`config.mk`:
```
export PLATFORM = sky130hd
export DESIGN_NAME = gas_alarm_controller_flat
export DESIGN_NICKNAME = d
export VERILOG_FILES = /design/src/rtl/gas_alarm_controller_if.sv /design/src/rtl/gas_alarm_controller.sv /design/src/flat_wrapper.sv
export SDC_FILE = /design/constraint.sdc
export NUM_CORES = 1
export LEC_CHECK = 0
export CORE_ASPECT_RATIO = 0.75
export CORE_MARGIN = 1.5
export CORE_UTILIZATION = 35
export CTS_CLUSTER_DIAMETER = 60
export DETAILED_ROUTE_END_ITERATION = 7
export GPL_TIMING_DRIVEN = 0
export PLACE_DENSITY = 0.58
export SETUP_SLACK_MARGIN = 0.05
export SLEW_MARGIN = 20
export SYNTH_ARGS = -nofsm -noshare
export SYNTH_HDL_FRONTEND = slang
export SYNTH_SLANG_ARGS = --single-unit
```
`constraint.sdc`:
```
create_clock -name clk -period 3.7 [get_ports clk]
set_input_delay 0.555 -clock clk [delete_from_list [all_inputs] [get_ports clk]]
set_output_delay 0.555 -clock clk [all_outputs]
set_load 0.01 [all_outputs]
```
`src/rtl/gas_alarm_controller_if.sv`:
```
`default_nettype none
// ============================================================================
//  Module      : gas_alarm_controller_if
//  Description : Signal bundle between the gas detector / board and the gas
//                alarm controller. Directions are named from the controller's
//                point of view: *_i are driven into it, *_o come out of it.
//                  level_i      3  debounce-filter input, 0 clean .. 7 max
//                  ack_i        1  operator acknowledge (level-sensitive)
//                  fan_o        1  ventilation enable
//                  buzzer_o     1  audible alarm drive
//                  alarm_led_o  1  high while in ALARM
//                  state_o      2  00 SAFE, 01 WARN, 10 ALARM, 11 COOLDOWN
//                  filt_level_o 3  debounced level
//                  event_cnt_o  8  saturating count of ALARM entries
//  Revision    : 1.0 - initial release
// ============================================================================
interface gas_alarm_controller_if;
   logic [2:0] level_i;
   logic       ack_i;
   logic       fan_o;
   logic       buzzer_o;
   logic       alarm_led_o;
   logic [1:0] state_o;
   logic [2:0] filt_level_o;
   logic [7:0] event_cnt_o;

   // Sensor / board side
   modport master (
      output level_i, ack_i,
      input  fan_o, buzzer_o, alarm_led_o, state_o, filt_level_o, event_cnt_o
   );

   // Controller side
   modport slave (
      input  level_i, ack_i,
      output fan_o, buzzer_o, alarm_led_o, state_o, filt_level_o, event_cnt_o
   );
endinterface
`default_nettype wire

```
`src/rtl/gas_alarm_controller.sv`:
```
`default_nettype none
// ============================================================================
//  Module      : gas_alarm_controller
//  Description : Debounces the detector gas level, runs a latching alarm FSM
//                (SAFE / WARN / ALARM / COOLDOWN) with operator ack, mute,
//                fan run-on and a beeping buzzer, and counts alarm entries.
//                  clk   in  system clock, rising edge
//                  arst  in  asynchronous reset, active-low
//                  bus   slave modport of gas_alarm_controller_if
//  Revision    : 1.0 - initial release
// ============================================================================
module gas_alarm_controller #(
   parameter int unsigned STABLE_CYCLES = 4,
   parameter int unsigned WARN_TH       = 3,
   parameter int unsigned ALARM_TH      = 5,
   parameter int unsigned COOL_CYCLES   = 16,
   parameter int unsigned BEEP_CYCLES   = 8
) (
   input  wire logic             clk,
   input  wire logic             arst,
   gas_alarm_controller_if.slave bus
);

   localparam logic [1:0] c_ST_SAFE  = 2'b00;
   localparam logic [1:0] c_ST_WARN  = 2'b01;
   localparam logic [1:0] c_ST_ALARM = 2'b10;
   localparam logic [1:0] c_ST_COOL  = 2'b11;

   localparam logic [3:0] c_STAB_MAX  = 4'(STABLE_CYCLES);
   localparam logic [4:0] c_STAB_RUN  = 5'(STABLE_CYCLES);
   localparam logic [2:0] c_WARN_TH   = 3'(WARN_TH);
   localparam logic [2:0] c_ALARM_TH  = 3'(ALARM_TH);
   localparam logic [7:0] c_COOL_LAST = 8'(COOL_CYCLES - 1);
   localparam logic [7:0] c_BEEP_LAST = 8'(BEEP_CYCLES - 1);

   logic [1:0] state_q,      state_d;
   logic [2:0] last_level_q, last_level_d;
   logic [3:0] stab_cnt_q,   stab_cnt_d;
   logic [2:0] filt_level_q, filt_level_d;
   logic [7:0] cool_cnt_q,   cool_cnt_d;
   logic [7:0] beep_cnt_q,   beep_cnt_d;
   logic       buzz_ph_q,    buzz_ph_d;
   logic       muted_q,      muted_d;
   logic [7:0] event_cnt_q,  event_cnt_d;

   logic       w_same;
   logic [4:0] w_run;
   logic       w_warn;
   logic       w_alarm;
   logic       w_enter_alarm;

   // ---------------------------------------------------------------------
   // Stability filter. w_run is the length of the run of equal samples
   // including the one taken at this edge; stab_cnt_q holds that length
   // minus one, so a run of N is accepted on its N-th edge.
   // ---------------------------------------------------------------------
   always_comb begin
      last_level_d = bus.level_i;
      w_same       = (bus.level_i == last_level_q);
      w_run        = w_same ? ({1'b0, stab_cnt_q} + 5'd2) : 5'd1;
      if (!w_same) begin
         stab_cnt_d = 4'd0;
      end else if (stab_cnt_q >= c_STAB_MAX) begin
         stab_cnt_d = stab_cnt_q;
      end else begin
         stab_cnt_d = stab_cnt_q + 4'd1;
      end
      filt_level_d = (w_run >= c_STAB_RUN) ? bus.level_i : filt_level_q;
   end

   assign w_warn  = (filt_level_q >= c_WARN_TH);
   assign w_alarm = (filt_level_q >= c_ALARM_TH);

   // ---------------------------------------------------------------------
   // State register (FSM state plus its counters and flags)
   // ---------------------------------------------------------------------
   always_ff @(posedge clk or negedge arst) begin
      if (!arst) begin
         state_q      <= c_ST_SAFE;
         last_level_q <= 3'd0;
         stab_cnt_q   <= 4'd0;
         filt_level_q <= 3'd0;
         cool_cnt_q   <= 8'd0;
         beep_cnt_q   <= 8'd0;
         buzz_ph_q    <= 1'b0;
         muted_q      <= 1'b0;
         event_cnt_q  <= 8'd0;
      end else begin
         state_q      <= state_d;
         last_level_q <= last_level_d;
         stab_cnt_q   <= stab_cnt_d;
         filt_level_q <= filt_level_d;
         cool_cnt_q   <= cool_cnt_d;
         beep_cnt_q   <= beep_cnt_d;
         buzz_ph_q    <= buzz_ph_d;
         muted_q      <= muted_d;
         event_cnt_q  <= event_cnt_d;
      end
   end

   // ---------------------------------------------------------------------
   // Next-state logic
   // ---------------------------------------------------------------------
   always_comb begin
      state_d = state_q;
      case (state_q)
         c_ST_SAFE: begin
            if (w_alarm)     state_d = c_ST_ALARM;
            else if (w_warn) state_d = c_ST_WARN;
         end
         c_ST_WARN: begin
            if (w_alarm)      state_d = c_ST_ALARM;
            else if (!w_warn) state_d = c_ST_COOL;
         end
         c_ST_ALARM: begin
            if (bus.ack_i && !w_alarm) state_d = c_ST_COOL;
         end
         c_ST_COOL: begin
            if (w_alarm)                        state_d = c_ST_ALARM;
            else if (w_warn)                    state_d = c_ST_WARN;
            else if (cool_cnt_q == c_COOL_LAST) state_d = c_ST_SAFE;
         end
         default: state_d = c_ST_SAFE;
      endcase
   end

   // ---------------------------------------------------------------------
   // Counter / flag updates tied to transitions
   // ---------------------------------------------------------------------
   assign w_enter_alarm = (state_d == c_ST_ALARM) && (state_q != c_ST_ALARM);

   always_comb begin
      // cool_cnt only runs while staying in COOLDOWN; every entry or exit
      // starts it from zero.
      cool_cnt_d  = ((state_q == c_ST_COOL) && (state_d == c_ST_COOL))
                    ? cool_cnt_q + 8'd1 : 8'd0;
      beep_cnt_d  = beep_cnt_q;
      buzz_ph_d   = buzz_ph_q;
      muted_d     = muted_q;
      event_cnt_d = event_cnt_q;
      if (w_enter_alarm) begin
         beep_cnt_d  = 8'd0;
         buzz_ph_d   = 1'b1;
         muted_d     = 1'b0;
         event_cnt_d = (event_cnt_q == 8'hFF) ? event_cnt_q : event_cnt_q + 8'd1;
      end else if (state_q == c_ST_ALARM) begin
         if (beep_cnt_q == c_BEEP_LAST) begin
            beep_cnt_d = 8'd0;
            buzz_ph_d  = ~buzz_ph_q;
         end else begin
            beep_cnt_d = beep_cnt_q + 8'd1;
         end
         // Ack while the hazard persists silences the buzzer but keeps ALARM.
         if (bus.ack_i && w_alarm) muted_d = 1'b1;
      end
   end

   // ---------------------------------------------------------------------
   // Moore outputs
   // ---------------------------------------------------------------------
   always_comb begin
      bus.fan_o        = (state_q != c_ST_SAFE);
      bus.alarm_led_o  = (state_q == c_ST_ALARM);
      bus.buzzer_o     = (state_q == c_ST_ALARM) && buzz_ph_q && !muted_q;
      bus.state_o      = state_q;
      bus.filt_level_o = filt_level_q;
      bus.event_cnt_o  = event_cnt_q;
   end

endmodule
`default_nettype wire
```
`src/flat_wrapper.sv`:
```
// flat-port wrapper written by rule: the top's interface ports become plain ports
module gas_alarm_controller_flat 
#(
   parameter int unsigned STABLE_CYCLES = 4,
   parameter int unsigned WARN_TH       = 3,
   parameter int unsigned ALARM_TH      = 5,
   parameter int unsigned COOL_CYCLES   = 16,
   parameter int unsigned BEEP_CYCLES   = 8
)
  (clk, arst, bus_level_i, bus_ack_i, bus_fan_o, bus_buzzer_o, bus_alarm_led_o, bus_state_o, bus_filt_level_o, bus_event_cnt_o);
  gas_alarm_controller_if bus_i ();
  input  wire logic clk;
  input  wire logic arst;
  input wire logic [$bits(bus_i.level_i)-1:0] bus_level_i;
  input wire logic [$bits(bus_i.ack_i)-1:0] bus_ack_i;
  output wire logic [$bits(bus_i.fan_o)-1:0] bus_fan_o;
  output wire logic [$bits(bus_i.buzzer_o)-1:0] bus_buzzer_o;
  output wire logic [$bits(bus_i.alarm_led_o)-1:0] bus_alarm_led_o;
  output wire logic [$bits(bus_i.state_o)-1:0] bus_state_o;
  output wire logic [$bits(bus_i.filt_level_o)-1:0] bus_filt_level_o;
  output wire logic [$bits(bus_i.event_cnt_o)-1:0] bus_event_cnt_o;
  assign bus_i.level_i = bus_level_i;
  assign bus_i.ack_i = bus_ack_i;
  assign bus_fan_o = bus_i.fan_o;
  assign bus_buzzer_o = bus_i.buzzer_o;
  assign bus_alarm_led_o = bus_i.alarm_led_o;
  assign bus_state_o = bus_i.state_o;
  assign bus_filt_level_o = bus_i.filt_level_o;
  assign bus_event_cnt_o = bus_i.event_cnt_o;
  gas_alarm_controller #(.STABLE_CYCLES(STABLE_CYCLES), .WARN_TH(WARN_TH), .ALARM_TH(ALARM_TH), .COOL_CYCLES(COOL_CYCLES), .BEEP_CYCLES(BEEP_CYCLES)) u_core (.clk(clk), .arst(arst), .bus(bus_i));
endmodule
```
* Yosys cells after proc, flatten, opt, wreduce, memory -nomap -nowiden *
Cells that the tools add are included.

operators by class
  $add $sub $neg = 5
  magnitude comparators = 4
  equality and inequality tests = 11
  multiplexer cells = 22
  bitwise gates (word level) = 2
  reduce and logical (&&, ||, !) cells = 16

operator list
  operator             number
  $mux 8               4
  $add 8x1->8 const B  3
  $mux 2               8
  $eq 2x2->1 const B   4
  $eq 8x3->1 const B   1
  $eq 8x4->1 const B   1
  $eq 8x8->1 const B   1
  $mux 4               2
  $pmux 2 s4           1
  $reduce_bool 2->1    4
  $logic_and 1x1->1    6
  $mux 1               6
  $reduce_and 2->1     3
  $add 4x2->5 const B  1
  $ge 5x3->1 const B   1
  $mux 5               1
  $add 4x1->4 const B  1
  $ge 4x3->1 const B   1
  $ne 2x2->1 const B   2
  $eq 3x3->1           1
  $ge 3x2->1 const B   1
  $ge 3x3->1 const B   1
  $eq 2x1->1 const B   1
  $logic_not 1->1      2
  other kinds (2)      3

storage, ports and cells
  flip-flop bits (word level) = 38
  input bits = 6

* Longest topological paths before layout *
Gate-level depths: netlist (run 1).

  depth in word-level cells = 9
  gate-level depth with buffers = 6
  mapped depth without buffers = 5

* Least setup slack after synthesis (run 1) *
No wires, ideal clock.

  kind = register to output
  start point = register u_core.state_q[0] (netlist: u_core.bus.state_o[0])
  end point = output bus_buzzer_o
  arrival time = 1,059 ps
  required time = 3,145 ps
  setup slack = 2,086 ps
  cell stages (with the launch flop) = 4
  buffers on the path = 1
  path through = dfrtp_1 -> nand2b_1 -> buf_6 -> nor3b_1

between the ends
  word-level cells in the longest chain between the ends = 3

ends and longest elaborated chain
  what                             line                         source
  start, declared                  gas_alarm_controller.sv:36   logic [1:0] state_q, state_d;
  start signal, assigned           gas_alarm_controller.sv:79   state_q <= c_ST_SAFE;
  start signal, assigned           gas_alarm_controller.sv:89   state_q <= state_d;
  $eq 2x2->1                       gas_alarm_controller.sv:164  bus.buzzer_o = (state_q == c_ST_ALARM) && buzz_ph_q && !muted_q;
  $logic_and 1x1->1 (2 in series)  gas_alarm_controller.sv:164
  end, declared                    flat_wrapper.sv:17           output wire logic [$bits(bus_i.buzzer_o)-1:0] bus_buzzer_o;

No other way between the ends.

* Worst setup path after layout (run 1) *
Same ends and word-level chain as after synthesis.

==> metrics.md, run 1 <==
| Metric | Value |
|---|---|
| Routed length on met1 | `1.98 mm` |
| Cells on worst reg2reg path | `5` |
| Violations in the final reports | `design-rule violations` |
| Drt pass-1 iters | `6` |
| Hold violation total from the final report | `0` |
| Hold bufs inserted after CTS | `0` |
| Peak Freq | `0.420 GHz` |
| CTS Buf Count | `5` |
| Top cells by area in the synthesized netlist | `sky130_fd_sc_hd__dfrtp_1 (53%), sky130_fd_sc_hd__xnor2_1 (4.4%), sky130_fd_sc_hd__nor2_1 (4.2%)` |
| Grt ovf | `0` |
| Share of the synthesized area in the top cell type | `53.4%` |
| Count of antenna-violating nets left after detailed routing | `0` |
| Number of placement rows | `22` |
| Pin slew with the least headroom to its limit | `393 ps` |
| Final count of negative-setup-slack endpoints | `0` |
| Crit-path max FO | `9` |
| Number of synthesized flops with an enable pin | `0` |
| R2R Setup Slk | `2050 ps` |
| Detailed-placement wirelength estimate | `2.44 mm` |
| Most common cell in the netlist | `sky130_fd_sc_hd__dfrtp_1` |
| Status | `finished, violations left` |
| Element type at the critical path start | `flop` |
| Final clock period utilization by the worst path | `64.3%` |
| First-iteration detailed-routing DRC count | `54` |
| Largest buffer count on any clock path | `2` |
| Buffers inserted by post-CTS timing repair | `0` |
| Share of power burned in the clock network | `29.4%` |
| Minimum clock period | `2380 ps` |
| Start of the worst register-to-register path | `u_core.stab_cnt_q[2]$_DFFE_PN0P_` |
| Synth Cell Area | `0.00178 mm2` |
| Total length of routed wires | `3.52 mm` |
| Number of warning messages in the yosys log | `0` |
| Placed Instances | `252` |
| Synthesis-to-finish area growth | `23.0%` |
| Height of the die | `64.8 um` |
| # DRC | `1` |
| Quantity of gates resized following cts | `0` |
| Portion of the post-synthesis area used by sequential elements | `53.4%` |
| Setup repair after global routing missed its margin | `false` |
| Clk Tree Root Cell | `sky130_fd_sc_hd__clkbuf_8` |
| Count of pins over their slew limit | `0` |
| Routed vias | `1,292` |
| Max Cap Violations | `0` |
| Routed length on met2 | `1.36 mm` |
| Net count of the finished layout | `210` |
| Area of all placed cells without fillers | `0.00219 mm2` |
| Most used flip-flop cell after synthesis | `sky130_fd_sc_hd__dfrtp_1` |
| Power density over the cells | `511 mW/mm2` |
| Ports placed on the boundary | `22` |
| Combinational cell fraction of total power | `22.0%` |
| # diodes | `0` |
| Area inside the core boundary | `0.00490 mm2` |
| Pin count of the biggest net entering global routing | `29` |
| Share of total power in sequential cells | `48.6%` |
| Data required time at the worst endpoint | `3140 ps` |
| R2r endpoint | `u_core.bus.filt_level_o[2]$_DFFE_PN0P_` |
| Clock latency of the later-clocked register in the worst-skew pair | `280 ps` |
| Sum Neg Setup Slack | `0 ps` |
| Number of nets produced by synthesis | `181` |
| Worst clock skew | `7.04 ps` |
| Number of fillers in the final layout | `500` |
| End point of the critical path | `bus_buzzer_o` |
| Global-route wire length before repair | `5.93 mm` |
| Die area | `0.00553 mm2` |
| Asr flop ratio synth | `100%` |
| Synth Instances | `170` |
| Met3 routed wirelength | `148 um` |
| Max transition margin | `73.5%` |
| Number of distinct library cells after synthesis | `35` |
| Syn Area/Cell | `10.5 um2` |
| Initial antenna violation count | `0` |
| Lkg Pwr | `0.995 nW` |
| Launch point of the worst path | `u_core.bus.state_o[0]$_DFF_PN0_` |
| Vias in the first global route | `1,241` |
| DR top layer | `met4` |
| Library cell occupying the most area in the post-synthesis netlist | `sky130_fd_sc_hd__dfrtp_1` |
| Most used standard cells in the synthesized netlist | `sky130_fd_sc_hd__dfrtp_1 (38), sky130_fd_sc_hd__nor2_1 (20), sky130_fd_sc_hd__nand2_1 (15)` |
| Global routing usage summed across all routing layers | `13.9%` |
| Clock Pin Slew Worst Setup and Hold Paths | `70 ps` |
| TritonCTS clock tree | `yes` |
| Post-DR wirelength/cell | `13.5 um` |
| DR vias/cell | `4.97` |
| Critical path type | `flop to output port` |
| Fraction of layout instances using a drive strength above 1 | `9.50%` |
| Category of the worst setup path capture point | `output port` |
| Width of the chip | `85.4 um` |
| Total of flip-flops plus latches after synthesis | `38` |
| Num Clock Sinks | `38` |
| Layout Cells excl Fill | `260` |
| Gpl congestion | `0.747` |
| Switching share of total power | `29.5%` |
| Internal power summed over all cells | `0.788 mW` |
| Maximum level of the CTS H-tree | `2` |
| Starting density of the core | `36.3%` |
| Port-buffer cells | `21` |
| Worst hold-check path type | `primary input to asynchronous set/reset pin` |
| Net load switching power | `0.331 mW` |
| Worst VDD drop | `0.000263 V` |
| CP arrival | `1820 ps` |
| Post-Place Cell Area | `0.00208 mm2` |
==> power by group through the flow <==
stage	Sequential, mW	Clock, mW	Combinational (mW)
floorplan	0.541	0	0.152
global placement	0.547	0	0.238
detailed placement	0.548	0	0.249
CTS	0.543	0.342	0.249
global route	0.554	0.364	0.278
finish	0.544	0.329	0.246
==> cells by family after synthesis <==
| family | after synthesis | share of synthesized area [%] |
|---|---|---|
| buf+inv | 7 | 2.11 |
| mux | 5 | 3.37 |
| xor+xnor | 17 | 8.36 |
| flops | 38 | 53.4 |
| compound gates | 33 | 11.9 |
| fa+ha+maj | 5 | 3.51 |
| simple gates | 65 | 17.4 |
==> routing by layer <==
layer  up-vias  global-route usage [%]
met5         -                       0
met4         0                    4.23
met3         5                    3.69
met2        19                    19.3
met1       616                    20.9
li1        652                       -
==> worst min-delay path by stage <==
stage | from | endpoint | slack (ps) | depth (start not counted)
finish | arst | u_core.bus.state_o[0]$_DFF_PN0_ | 140 | 1
global route | arst | u_core.bus.state_o[0]$_DFF_PN0_ | 140 | 1
CTS | arst | u_core.bus.state_o[0]$_DFF_PN0_ | 140 | 1
detailed placement | arst | u_core.cool_cnt_q[4]$_DFF_PN0_ | 450 | 1
global placement | u_core.cool_cnt_q[0]$_DFF_PN0_ | u_core.cool_cnt_q[0]$_DFF_PN0_ | 440 | 1
floorplan | arst | u_core.beep_cnt_q[0]$_DFFE_PN0P_ | 260 | 0
==> layout make-up <==
class	count	area [um2]	area share [%]
flip-flops and latches	38	951	43.4
clock buffers	8	110	5.03
multi-input cells	125	792	36.2
plain buffers	2	16.3	0.742
inverters	5	21.3	0.971
repair buffers	22	225	10.3
well taps	60	75.1	3.43
==> layout by cell type (no fill, tap or decap), types with 4 or more instances in the layout <==
master	n
sky130_fd_sc_hd__nand2_1	15
sky130_fd_sc_hd__o21ai_0	10
sky130_fd_sc_hd__inv_1	4
sky130_fd_sc_hd__dfrtp_1	38
sky130_fd_sc_hd__nand3_1	6
sky130_fd_sc_hd__a21oi_1	8
sky130_fd_sc_hd__mux2_2	4
sky130_fd_sc_hd__nor3_1	4
sky130_fd_sc_hd__ha_1	5
sky130_fd_sc_hd__nor2_1	20
sky130_fd_sc_hd__xor2_1	8
sky130_fd_sc_hd__and3_1	5
sky130_fd_sc_hd__and2_1	4
sky130_fd_sc_hd__xnor2_1	9
sky130_fd_sc_hd__nand4_1	6
sky130_fd_sc_hd__clkbuf_8	8
sky130_fd_sc_hd__clkdlybuf4s50_1	20
sky130_fd_sc_hd__a31oi_1	4
==> critical path: stages (launching register included) <==
cell and delay (ps):
sky130_fd_sc_hd__dfrtp_1 430, sky130_fd_sc_hd__nand2b_1 180, sky130_fd_sc_hd__buf_6 150, sky130_fd_sc_hd__nor3b_1 210, sky130_fd_sc_hd__clkdlybuf4s50_1 570
==> state kept, by name, indices dropped and copies added, names as in the netlist <==
signal and flops:
u_core.last_level_q 3, u_core.buzz_ph_q 1, u_core.cool_cnt_q 8, u_core.muted_q 1
u_core.stab_cnt_q 4, u_core.bus.event_cnt_o 8, u_core.bus.filt_level_o 3, u_core.bus.state_o 2
u_core.beep_cnt_q 8
==> metrics by stage <==
stage	worst slack [ps]	hold slack (ps)	utilization, %	power (mW)
finish	1320	139	44.7	1.12
global route	1210	141	44.7	1.20
CTS	1290	138	44.7	1.13
detailed placement	1550	448	42.5	0.797
global placement	1130	443	42.2	0.785
floorplan	2090	259	-	0.694
No activity file was read; power rests on OpenSTA's default activity.
==> run 2, diff against run 1 <==
--- a/config.mk
+++ b/config.mk
@@ -11,7 +11,7 @@
 export CTS_CLUSTER_DIAMETER = 60
 export DETAILED_ROUTE_END_ITERATION = 7
 export GPL_TIMING_DRIVEN = 0
-export PLACE_DENSITY = 0.58
+export PLACE_DENSITY = 0.6
 export SETUP_SLACK_MARGIN = 0.05
 export SLEW_MARGIN = 20
 export SYNTH_ARGS = -nofsm -noshare
==> constraint.sdc (replaced) <==
create_clock -name clk -period 2.16 [get_ports clk]
set_input_delay 0.324 -clock clk [delete_from_list [all_inputs] [get_ports clk]]
set_output_delay 0.324 -clock clk [all_outputs]
set_load 0.01 [all_outputs]
==> run 2 against run 1 <==
Clock-buffer cell count is 3 lower. Power is 71% higher. Critical path type unchanged. Non-clock buffer count is 1 higher. Clock power is 78% higher. Largest cell class unchanged. The run still ends with design-rule violations left. Hold slack better by 330 ps. Final area is 0.34% higher.
==> metrics.md, run 2 (same netlist as run 1, synthesis figures left out) <==
| Metric | Value |
|---|---|
| Width of the chip | `85.4 um` |
| Detailed-placement wirelength estimate | `2.32 mm` |
| Crit-path max FO | `9` |
| Num Clock Sinks | `38` |
| Die area | `0.00553 mm2` |
| Worst VDD drop | `0.000515 V` |
| Height of the die | `64.8 um` |
| Net count of the finished layout | `211` |
| Hold violation total from the final report | `0` |
| Pin count of the biggest net entering global routing | `25` |
| Status | `finished, violations left` |
| Category of the worst setup path capture point | `output port` |
| Largest buffer count on any clock path | `2` |
| Clk Tree Root Cell | `sky130_fd_sc_hd__clkbuf_8` |
| Fraction of layout instances using a drive strength above 1 | `9.45%` |
| Grt ovf | `0` |
| Placed Instances | `252` |
| Worst hold-check path type | `primary input to asynchronous set/reset pin` |
| Worst clock skew | `3.26 ps` |
| Violations in the final reports | `design-rule violations` |
| # DRC | `1` |
| Critical path type | `flop to output port` |
| Setup repair after global routing missed its margin | `false` |
| Ports placed on the boundary | `22` |
| Post-DR wirelength/cell | `12.2 um` |
| Peak Freq | `0.499 GHz` |
| Port-buffer cells | `21` |
| Layout Cells excl Fill | `261` |
| Routed vias | `1,264` |
| # diodes | `0` |
| Maximum level of the CTS H-tree | `2` |
| Count of antenna-violating nets left after detailed routing | `0` |
| Launch point of the worst path | `u_core.bus.state_o[0]$_DFF_PN0_` |
| Total length of routed wires | `3.18 mm` |
| Pin slew with the least headroom to its limit | `469 ps` |
| Clock latency of the later-clocked register in the worst-skew pair | `290 ps` |
| Initial antenna violation count | `0` |
| Count of pins over their slew limit | `0` |
| Max Cap Violations | `0` |
| CP arrival | `1680 ps` |
| CTS Buf Count | `5` |
| Clock Pin Slew Worst Setup and Hold Paths | `70 ps` |
| Minimum clock period | `2010 ps` |
| Gpl congestion | `0.775` |
| Max transition margin | `68.4%` |
| First-iteration detailed-routing DRC count | `85` |
| TritonCTS clock tree | `yes` |
| Power density over the cells | `872 mW/mm2` |
| Global routing usage summed across all routing layers | `13.6%` |
| Lkg Pwr | `1.00 nW` |
| Number of placement rows | `22` |
| Start of the worst register-to-register path | `u_core.stab_cnt_q[2]$_DFFE_PN0P_` |
| Vias in the first global route | `1,223` |
| Area inside the core boundary | `0.00490 mm2` |
| Buffers inserted by post-CTS timing repair | `0` |
| DR vias/cell | `4.84` |
| Leading cell types in the layout, fill and taps excluded | `sky130_fd_sc_hd__dfrtp_1 (38), sky130_fd_sc_hd__nor2_1 (20), sky130_fd_sc_hd__clkdlybuf4s50_1 (19)` |
| Element type at the critical path start | `flop` |
| Most common cell after layout, fill and taps aside | `sky130_fd_sc_hd__dfrtp_1` |
| Global-route wire length before repair | `5.76 mm` |
| Starting density of the core | `36.3%` |
| Drt pass-1 iters | `6` |
| Synthesis-to-finish area growth | `23.5%` |
| Final count of negative-setup-slack endpoints | `0` |
| Data required time at the worst endpoint | `1840 ps` |
| Total Power | `1.92 mW` |
| Final clock period utilization by the worst path | `92.8%` |
[run 2: cell count changes in the layout (fill, tap and decap cells not counted), sizes merged]
| cell | before | now |
|---|---|---|
| clkdlybuf4s50 | 20 | 19 |
| clkbuf | 8 | 5 |
| bufinv | 0 | 1 |
| clkinv | 0 | 2 |
| dlygate4sd3 | 0 | 1 |
| dlygate4sd2 | 0 | 1 |
[run 2: metal layers]
| layer | share of wire, % | GRT usage [%] | wire [um] |
|---|---|---|---|
| met1 | 53 | 19.7 | 1700 |
| met2 | 42 | 18.7 | 1320 |
| met3 | 3.3 | 4.20 | 105 |
| met4 | 1.6 | 6.05 | 51 |
| met5 | 0 | 0 | 0 |
[run 2: stage by stage]
step                setup WS, ps  cell area (um2)  util [%]  hold WS, ps  TNS [ps]
finish                       155             2200      44.9          470         0
detailed placement           307             2080      42.5          257         0
CTS                          136             2200      44.9          470         0
floorplan                    656             1780         -         28.4         0
global placement            -161             2070      42.2          447     -6040
global route                61.2             2200      44.9          515         0
[run 2: area by class of cell]
class	count	area, um2
clock inverters	3	40.0
repair buffers	23	234
fillers	488	2700
clock buffers	5	68.8
plain buffers	2	16.3
flip-flops and latches	38	951
inverters	5	21.3
well taps	60	75.1
multi-input cells	125	792
[run 2: path summary, 6_finish.rpt]
check	slack [ps]	to	cells past startpoint
worst min register to register	470	u_core.cool_cnt_q[0]$_DFF_PN0_	1
worst max-delay path	150	bus_alarm_led_o	4
worst min-delay path	470	u_core.cool_cnt_q[7]$_DFF_PN0_	2
min in group clk	470	u_core.cool_cnt_q[0]$_DFF_PN0_	1
worst max register to register	580	u_core.bus.filt_level_o[0]$_DFFE_PN0P_	5
max in group asynchronous	1250	u_core.bus.event_cnt_o[2]$_DFFE_PN0P_	3
[run 2: timing repair]
item,CTS,global route
gates resized for setup,1,0
endpoints found under the setup margin,1,0
hold buffers,1,0
endpoints found under the hold margin,14,0
[run 2: worst max-delay path, stage by stage, from the launching register on]
cell and delay, ps:
sky130_fd_sc_hd__dfrtp_1 430, sky130_fd_sc_hd__nand2b_1 180, sky130_fd_sc_hd__buf_6 150, sky130_fd_sc_hd__inv_4 90
sky130_fd_sc_hd__clkdlybuf4s50_1 540
[run 2: power by group]
part           internal, mW  switching [mW]
logic                 0.203           0.207
clock network         0.340           0.244
registers             0.823           0.101
total                  1.37           0.552
